### config.mk
export PLATFORM = sky130hd
export DESIGN_NAME = multicycle_control_flat
export DESIGN_NICKNAME = d
export VERILOG_FILES = /design/src/rtl/multicycle_control_if.sv /design/src/rtl/multicycle_control.sv /design/src/flat_wrapper.sv
export SDC_FILE = /design/constraint.sdc
export NUM_CORES = 1
export LEC_CHECK = 0
export CAP_MARGIN = 0
export CELL_PAD_IN_SITES_DETAIL_PLACEMENT = 1
export CELL_PAD_IN_SITES_GLOBAL_PLACEMENT = 1
export CORE_ASPECT_RATIO = 1.25
export CORE_MARGIN = 4
export CORE_UTILIZATION = 38
export CTS_CLUSTER_SIZE = 25
export DETAILED_ROUTE_END_ITERATION = 8
export PLACE_DENSITY = 0.81
export SYNTH_ARGS = -nofsm -noshare
export SYNTH_HDL_FRONTEND = slang
export SYNTH_SLANG_ARGS = --single-unit
### constraint.sdc
create_clock -name clk -period 2.6 [get_ports clk]
set_clock_uncertainty 0.2 [all_clocks]
set_input_delay 0.52 -clock clk [delete_from_list [all_inputs] [get_ports clk]]
set_output_delay 0.52 -clock clk [all_outputs]
set_load 0.005 [all_outputs]
### src/rtl/multicycle_control_if.sv
// Control-unit <-> datapath bundle: instruction opcode, memory handshake and datapath strobes.
interface multicycle_control_if;
    logic [5:0] opcode;
    logic       mem_ready;
    logic       pc_write;
    logic       pc_write_cond;
    logic       i_or_d;
    logic       mem_read;
    logic       mem_write;
    logic       ir_write;
    logic       reg_dst;
    logic       mem_to_reg;
    logic       reg_write;
    logic       alu_src_a;
    logic [1:0] alu_src_b;
    logic [1:0] pc_source;
    logic [3:0] alu_op;
    logic       instr_done;
    logic       illegal;

    modport master (
        input  opcode, mem_ready,
        output pc_write, pc_write_cond, i_or_d, mem_read, mem_write, ir_write,
               reg_dst, mem_to_reg, reg_write, alu_src_a, alu_src_b, pc_source,
               alu_op, instr_done, illegal
    );

    modport slave (
        output opcode, mem_ready,
        input  pc_write, pc_write_cond, i_or_d, mem_read, mem_write, ir_write,
               reg_dst, mem_to_reg, reg_write, alu_src_a, alu_src_b, pc_source,
               alu_op, instr_done, illegal
    );
endinterface

### src/rtl/multicycle_control.sv
// Multicycle MIPS-style control FSM: registered Moore strobes per state; memory-handshake
// strobes (ir_write, fetch pc_write, sw retire) qualify on mem_ready and stall with it.
module multicycle_control #(
    parameter int ILLEGAL_HALT = 0
) (
    input  logic                   clk,
    input  logic                   rst_n,
    multicycle_control_if.master   bus
);

    typedef enum logic [3:0] {
        IDLE, FETCH, DECODE, MEMADR, MEMRD, MEMWB, MEMWR,
        REXEC, RWB, IEXEC, IWB, BRANCH, JUMP, HALT
    } state_t;

    typedef struct packed {
        logic       pc_write;
        logic       pc_write_cond;
        logic       i_or_d;
        logic       mem_read;
        logic       mem_write;
        logic       reg_dst;
        logic       mem_to_reg;
        logic       reg_write;
        logic       alu_src_a;
        logic [1:0] alu_src_b;
        logic [1:0] pc_source;
        logic [3:0] alu_op;
        logic       done;
    } ctl_t;

    localparam logic [5:0] OP_RTYPE = 6'h00;
    localparam logic [5:0] OP_J     = 6'h02;
    localparam logic [5:0] OP_BEQ   = 6'h04;
    localparam logic [5:0] OP_LW    = 6'h23;
    localparam logic [5:0] OP_SW    = 6'h2B;

    state_t     state;
    state_t     nxt;
    logic [5:0] op_q;
    logic [5:0] op_src;
    ctl_t       ctl_q;
    logic       illegal_q;
    logic       fetch_hit;
    logic       store_hit;

    function automatic logic [3:0] imm_alu_op(input logic [2:0] sel);
        case (sel)
            3'd0:    return 4'b0010;
            3'd1:    return 4'b0100;
            3'd2:    return 4'b0101;
            3'd3:    return 4'b0110;
            3'd4:    return 4'b0111;
            3'd5:    return 4'b1000;
            3'd6:    return 4'b1001;
            default: return 4'b0011;
        endcase
    endfunction

    function automatic logic is_legal(input logic [5:0] op);
        return (op == OP_LW) || (op == OP_SW) || (op == OP_RTYPE) || (op == OP_BEQ) ||
               (op == OP_J) || (op[5:3] == 3'b001);
    endfunction

    function automatic ctl_t decode(input state_t s, input logic [5:0] op);
        ctl_t c;
        c = '0;
        case (s)
            FETCH:  begin c.mem_read = 1'b1; c.alu_src_b = 2'b01; c.alu_op = 4'b0010; end
            DECODE: begin c.alu_src_b = 2'b11; c.alu_op = 4'b0010; end
            MEMADR: begin c.alu_src_a = 1'b1; c.alu_src_b = 2'b10; c.alu_op = 4'b0010; end
            MEMRD:  begin c.mem_read = 1'b1; c.i_or_d = 1'b1; end
            MEMWB:  begin c.reg_write = 1'b1; c.mem_to_reg = 1'b1; c.done = 1'b1; end
            MEMWR:  begin c.i_or_d = 1'b1; c.mem_write = 1'b1; end
            REXEC:  begin c.alu_src_a = 1'b1; c.alu_op = 4'b0000; end
            RWB:    begin c.reg_dst = 1'b1; c.reg_write = 1'b1; c.done = 1'b1; end
            IEXEC:  begin c.alu_src_a = 1'b1; c.alu_src_b = 2'b10; c.alu_op = imm_alu_op(op[2:0]); end
            IWB:    begin c.reg_write = 1'b1; c.done = 1'b1; end
            BRANCH: begin
                c.alu_src_a = 1'b1; c.alu_op = 4'b0001; c.pc_write_cond = 1'b1;
                c.pc_source = 2'b01; c.done = 1'b1;
            end
            JUMP:   begin c.pc_write = 1'b1; c.pc_source = 2'b10; c.done = 1'b1; end
            default: c = '0;
        endcase
        return c;
    endfunction

    assign op_src = (state == DECODE) ? bus.opcode : op_q;

    always_comb begin
        nxt = state;
        case (state)
            IDLE:   nxt = FETCH;
            FETCH:  if (bus.mem_ready) nxt = DECODE;
            DECODE: begin
                if (bus.opcode == OP_LW || bus.opcode == OP_SW) nxt = MEMADR;
                else if (bus.opcode == OP_RTYPE)                nxt = REXEC;
                else if (bus.opcode == OP_BEQ)                  nxt = BRANCH;
                else if (bus.opcode == OP_J)                    nxt = JUMP;
                else if (bus.opcode[5:3] == 3'b001)             nxt = IEXEC;
                else if (ILLEGAL_HALT != 0)                     nxt = HALT;
                else                                            nxt = FETCH;
            end
            MEMADR: nxt = (op_q == OP_SW) ? MEMWR : MEMRD;
            MEMRD:  if (bus.mem_ready) nxt = MEMWB;
            MEMWR:  if (bus.mem_ready) nxt = FETCH;
            REXEC:  nxt = RWB;
            IEXEC:  nxt = IWB;
            HALT:   nxt = HALT;
            default: nxt = FETCH;
        endcase
    end

    // Strobes are registered from the next state so they line up with the state they belong to.
    always_ff @(posedge clk) begin
        if (!rst_n) begin
            state     <= IDLE;
            op_q      <= '0;
            ctl_q     <= '0;
            illegal_q <= 1'b0;
        end else begin
            state <= nxt;
            ctl_q <= decode(nxt, op_src);
            if (state == DECODE) begin
                op_q <= bus.opcode;
                if (!is_legal(bus.opcode)) illegal_q <= 1'b1;
            end
        end
    end

    assign fetch_hit = (state == FETCH) && bus.mem_ready;
    assign store_hit = (state == MEMWR) && bus.mem_ready;

    // Outputs are forced low while reset is asserted so nothing fires in the reset cycle itself.
    assign bus.pc_write      = rst_n & (ctl_q.pc_write | fetch_hit);
    assign bus.ir_write      = rst_n & fetch_hit;
    assign bus.instr_done    = rst_n & (ctl_q.done | store_hit);
    assign bus.pc_write_cond = rst_n & ctl_q.pc_write_cond;
    assign bus.i_or_d        = rst_n & ctl_q.i_or_d;
    assign bus.mem_read      = rst_n & ctl_q.mem_read;
    assign bus.mem_write     = rst_n & ctl_q.mem_write;
    assign bus.reg_dst       = rst_n & ctl_q.reg_dst;
    assign bus.mem_to_reg    = rst_n & ctl_q.mem_to_reg;
    assign bus.reg_write     = rst_n & ctl_q.reg_write;
    assign bus.alu_src_a     = rst_n & ctl_q.alu_src_a;
    assign bus.alu_src_b     = {2{rst_n}} & ctl_q.alu_src_b;
    assign bus.pc_source     = {2{rst_n}} & ctl_q.pc_source;
    assign bus.alu_op        = {4{rst_n}} & ctl_q.alu_op;
    assign bus.illegal       = rst_n & illegal_q;

endmodule

### src/flat_wrapper.sv
// flat-port wrapper written by rule: the top's interface ports become plain ports
module multicycle_control_flat 
#(
    parameter int ILLEGAL_HALT = 0
)
  (clk, rst_n, bus_opcode, bus_mem_ready, bus_pc_write, bus_pc_write_cond, bus_i_or_d, bus_mem_read, bus_mem_write, bus_ir_write, bus_reg_dst, bus_mem_to_reg, bus_reg_write, bus_alu_src_a, bus_alu_src_b, bus_pc_source, bus_alu_op, bus_instr_done, bus_illegal);
  multicycle_control_if bus_i ();
  input  logic clk;
  input  logic rst_n;
  input wire logic [$bits(bus_i.opcode)-1:0] bus_opcode;
  input wire logic [$bits(bus_i.mem_ready)-1:0] bus_mem_ready;
  output wire logic [$bits(bus_i.pc_write)-1:0] bus_pc_write;
  output wire logic [$bits(bus_i.pc_write_cond)-1:0] bus_pc_write_cond;
  output wire logic [$bits(bus_i.i_or_d)-1:0] bus_i_or_d;
  output wire logic [$bits(bus_i.mem_read)-1:0] bus_mem_read;
  output wire logic [$bits(bus_i.mem_write)-1:0] bus_mem_write;
  output wire logic [$bits(bus_i.ir_write)-1:0] bus_ir_write;
  output wire logic [$bits(bus_i.reg_dst)-1:0] bus_reg_dst;
  output wire logic [$bits(bus_i.mem_to_reg)-1:0] bus_mem_to_reg;
  output wire logic [$bits(bus_i.reg_write)-1:0] bus_reg_write;
  output wire logic [$bits(bus_i.alu_src_a)-1:0] bus_alu_src_a;
  output wire logic [$bits(bus_i.alu_src_b)-1:0] bus_alu_src_b;
  output wire logic [$bits(bus_i.pc_source)-1:0] bus_pc_source;
  output wire logic [$bits(bus_i.alu_op)-1:0] bus_alu_op;
  output wire logic [$bits(bus_i.instr_done)-1:0] bus_instr_done;
  output wire logic [$bits(bus_i.illegal)-1:0] bus_illegal;
  assign bus_i.opcode = bus_opcode;
  assign bus_i.mem_ready = bus_mem_ready;
  assign bus_pc_write = bus_i.pc_write;
  assign bus_pc_write_cond = bus_i.pc_write_cond;
  assign bus_i_or_d = bus_i.i_or_d;
  assign bus_mem_read = bus_i.mem_read;
  assign bus_mem_write = bus_i.mem_write;
  assign bus_ir_write = bus_i.ir_write;
  assign bus_reg_dst = bus_i.reg_dst;
  assign bus_mem_to_reg = bus_i.mem_to_reg;
  assign bus_reg_write = bus_i.reg_write;
  assign bus_alu_src_a = bus_i.alu_src_a;
  assign bus_alu_src_b = bus_i.alu_src_b;
  assign bus_pc_source = bus_i.pc_source;
  assign bus_alu_op = bus_i.alu_op;
  assign bus_instr_done = bus_i.instr_done;
  assign bus_illegal = bus_i.illegal;
  multicycle_control #(.ILLEGAL_HALT(ILLEGAL_HALT)) u_core (.clk(clk), .rst_n(rst_n), .bus(bus_i));
endmodule
After elaboration in Yosys (flattened, before gate mapping)
Index checks and enable logic that the tools add are counted.
Cells by class
  equality and inequality tests: 32
  mux-type cells: 25
  bitwise gates (word level): 18
  reductions and logical operators: 17
Operators with widths (number)
  2-to-1 mux 4 bit: 8
  case mux 4 bit (8 select lines): 1
  == test 4 x 3 -> 1 bit, second input constant: 7
  == test 4 bit, second input constant: 7
  case mux 4 bit (7 select lines): 1
  == test 6 bit, second input constant: 3
  == test 4 x 2 -> 1 bit, second input constant: 4
  bitwise AND 1 bit: 12
  case mux 4 bit (3 select lines): 1
  2-to-1 mux 1 bit: 10
  == test 3 bit, second input constant: 3
  == test 4 x 1 -> 1 bit, second input constant: 2
  == test 3 x 1 -> 1 bit, second input constant: 2
  == test 3 x 2 -> 1 bit, second input constant: 2
  == test 6 x 2 -> 1 bit, second input constant: 1
  == test 6 x 3 -> 1 bit, second input constant: 1
  logical NOT 6 bit: 1
  case mux 2 bit (3 select lines): 1
  OR reduction 2 bit: 3
  OR reduction 3 bit: 2
  logical OR 1 bit: 5
  OR reduction 5 bit: 1
  bitwise AND 2 bit: 2
  bitwise AND 4 bit: 1
  other kinds (9): 11
Word-level totals
  bits in registers: 29
  input port bits: 9
  output and inout bits: 20
  logic and storage cells: 109

Depth between registers and ports, before layout
  word-level depth: 10
  depth in mapped cells: 9

Worst setup path before layout
OpenSTA, ideal clock, no wires.
  path type: register to register
  from: register u_core.state[3]
  to: register u_core.ctl_q[2] (netlist bit)
  setup time: 70 ps
  data arrival time: 2078 ps
  data required time: 2330 ps
  setup slack: 253 ps
  stages on the path, launching flop included: 7
  path buffers: 1
  period minus slack after synthesis: 2347 ps
  path through: dfxtp_1 -> buf_6 -> nor4b_4 -> mux2i_1 -> ha_1 -> or3_1 -> a21oi_1
On the way
  word-level cells in the longest chain between the ends: 5
  elaborated cells on any way between the ends: 28
RTL lines
  start: declaration: RTL line multicycle_control.sv:38  | state_t state;
  start signal: assignment: RTL line multicycle_control.sv:123  | state <= nxt;
  == test 4 bit, or another cell as far along: RTL line multicycle_control.sv:93  | case (state)
  case mux 4 bit (8 select lines) or 2-to-1 mux 3 bit (tied branches): RTL line multicycle_control.sv:93, multicycle_control.sv:89
  == test 4 x 2 -> 1 bit, or another cell as far along: RTL line multicycle_control.sv:68  | case (s)
  OR reduction 3 bit (no line) or case mux 4 bit (7 select lines) (tied branches)
  case mux 4 bit (3 select lines) *: RTL line multicycle_control.sv:68
  end signal: assignment: RTL line multicycle_control.sv:124  | ctl_q <= decode(nxt, op_src);
  end: declaration: RTL line multicycle_control.sv:42  | ctl_t ctl_q;
Mark *: on every way between the ends. The rest lies on a longest branch, timed or not.
A chain may end at the register's enable or synchronous reset.

Worst setup path after layout
  from: register u_core.state[1]
  to: output bus_pc_write
On the way
  word-level cells in the longest chain between the ends: 4
RTL lines
  == test 4 x 1 -> 1 bit: RTL line multicycle_control.sv:132  | assign fetch_hit = (state == FETCH) && bus.mem_ready;
  logical AND 1 bit: RTL line multicycle_control.sv:132
  bitwise OR 1 bit: RTL line multicycle_control.sv:136  | assign bus.pc_write = rst_n & (ctl_q.pc_write | fetch_hit);
  bitwise AND 1 bit: RTL line multicycle_control.sv:136
  end: declaration: RTL line flat_wrapper.sv:12  | output wire logic [$bits(bus_i.pc_write)-1:0] bus_pc_write;
Every way passes these cells.

==> results.md <==
- Largest net degree at the start of global routing: 17
- Final WS setup: 0.136 ns
- Crit path from: u_core.state[1]
- WL/cell: 15.9 µm
- CP arrival: 1.74 ns
- Number of port buffers: 28
- Placed cell areas: 1970 µm²
- Crit path top cell by count: nor2_1
- Initial DRC Count: 14
- Chip width: 64.5 µm
- Slew @ Worst Pin: 0.505 ns
- CP required: 1.88 ns
- Cell taking the most area after synthesis: dfxtp_1
- Final TNS setup: 0 ns
- Ratio of cells with drive above 1 in the final layout: 21.9%
- Final Cell Area: 2100 µm²
- Die height: 78.6 µm
- Max transition margin: 66.0%
- Global router's overall resource usage: 18.1%
- Maximum vdd drop: 0.244 mV
- Pre-antenna DRT Iters: 2
- CTS Root Cell: clkbuf_8
- P&R area growth vs syn: 38.6%
- Lkg Pwr: 0.852 nW
- Pwr/cell area: 469 nW/µm²
- TritonCTS clock tree: built
- CTS sink cnt: 28
- Mapped Area: 1520 µm²
- Reg-to-Reg Start: u_core.state[3]
- Core Area: 3820 µm²
- Max_cap viols: 0
- Hold-fix buffers at CTS: 0
- Cell breakdown of the critical path: nor3b_4, and3b_1, nor2_1, nor2_1, clkdlybuf4s50_1
- Die Area: 5070 µm²
- Synth area leaders: dfxtp_1, and2_1, a21oi_1
- CP max stage cell: clkdlybuf4s50_1
- Initial antenna violation count: 0
- HP Start: u_core.op_q[5]
- Clock latency on the worst-skew pair: 0.28 ns
- Vias in the first global route: 1520
- Post-Syn Nets: 180
- H-tree depth: 1
- Core Rows: 25
- Seq/Total Area, Yosys: 37.0%
- Remaining global-route overflow: 0
- CP Capture Type: output port
- Status: completed
- Fin. Hold Viols: 0
- Post-synth top flop: dfxtp_1
- Post-Place Setup Slack: -0.133 ns
- RD Place Congestion: 0.859
- Post-route ant nets: 0
- First-pass GRT wire length: 7090 µm
- Final Util: 55.0%
- DR DRC count: 0
- Reg clk slew, reported paths: 0.10 ns
- TritonCTS buffer count: 3
- Post-synth ARST share: 0%
- Setup Viol. Count Final: 0
- Nets: 229
- Via count: 1396
- CP Max Fanout: 9
- Hold Path Class: reg -> reg
- Post-synth EDFFs: 0
- RSZ-0062 raised after global routing: false
- Total wire length: 4280 µm
- Io pins: 29
- Yosys warns: 0
- Fin crit share: 94.8%
- Yosys reg bits: 28
- Starting density of the core: 39.7%
- Post-synth cell types: 45
- # diodes: 0
- Worst setup path class: reg -> out
- Clk buf depth: 2
- Syn Inst Count: 167
- Detailed Place HPWL: 3390 µm
- Slew Limit Fails: 0
- Synth Area per Inst: 9.07 µm²
- Most frequent cells in the layout: clkdlybuf4s50_1, dfxtp_1, buf_4, and2_1, nor2_1
- Worst Setup Start Kind: register
- Min Clock Period, post-route: 2.46 ns
- Max Clk Rate: 0.406 GHz
- Via-to-Cell Ratio: 5.19
- CP max stage delay: 0.51 ns
- Top-area cell type share of the netlist area: 37.0%
registers in the layout (all words and copies together) (netlist names):
| signal | count |
|---|---|
| u_core.ctl_q | 17 |
| u_core.op_q | 6 |
| u_core.state | 4 |
| u_core.illegal_q | 1 |
area by class of cell:
type                       count  area [µm²]
fill                         439        1720
multi-input combinational    125         886
sequential                    28         564
timing repair buffer          53         492
tap                           54        67.6
clock buffer                   3        41.3
clock inverter                 1        30.0
inverter                       5        18.8
per-layer routing:
layer | up-vias | routed length (µm) | share of wire [%] | GRT usage (%)
met5 | - | 0 | 0 | 0
met4 | 0 | 108 | 2.5 | 8.25
met3 | 12 | 107 | 2.5 | 2.58
met2 | 27 | 2450 | 57 | 36.6
met1 | 683 | 1610 | 38 | 17.3
li1 | 674 | - | - | -
through the flow:
step	total power, mW	hold WS [ns]	std cells
finish	0.985	0.295	269
global route	1.03	0.321	269
CTS	0.983	0.295	269
detailed placement	0.633	0.281	263
global placement	0.624	0.250	263
floorplan	0.546	0.229	167
cell families (layout without fill, tap and decap cells):
logic type / count (synthesis) / count (layout) / synth area share (%)
buffers and inverters: 14 / 62 / 6.19
and+or+nand+nor: 84 / 84 / 34.6
muxes: 4 / 4 / 2.64
xor gates and xnor gates: 2 / 2 / 1.16
adders and majority gates: 4 / 4 / 3.30
DFF: 28 / 28 / 37.0
AOI/OAI and AO/OA: 31 / 31 / 15.1
worst max-delay path, delay by kind of cell (launching register included):
family                 cells  cell delay (ns)
and+or+nand+nor            4             0.57
buffers and inverters      1             0.51
DFF                        1             0.38
Yosys cell counts, types with 3 or more instances:
| cell type | number |
|---|---|
| mux2i_1 | 4 |
| o21a_1 | 5 |
| buf_6 | 4 |
| dfxtp_1 | 28 |
| inv_1 | 5 |
| nor4_1 | 3 |
| o21ai_0 | 5 |
| and3b_1 | 4 |
| nand2_1 | 10 |
| nor2_1 | 16 |
| nor3_1 | 8 |
| or2_2 | 3 |
| a21oi_1 | 12 |
| and2_1 | 18 |
| ha_1 | 4 |
power breakdown:
part | switching, mW | total [mW] | internal (mW)
logic | 0.0874 | 0.180 | 0.0929
registers | 0.00913 | 0.452 | 0.442
clock network | 0.146 | 0.353 | 0.207
timing repair:
item	in CTS	in global routing
setup buffers	2	0
endpoints found under the setup margin	11	5
endpoints found under the hold margin	0	0
gates resized for setup	3	10
worst paths after layout:
check / endpoint / slack [ns] / cells past startpoint
worst max-delay path: bus_pc_write / 0.14 / 5
worst min-delay path: u_core.op_q[5] / 0.29 / 2
worst max register to register: u_core.ctl_q[0] / 0.23 / 5
worst min register to register: u_core.op_q[5] / 0.29 / 2
Power figures use the tool's default switching activity.
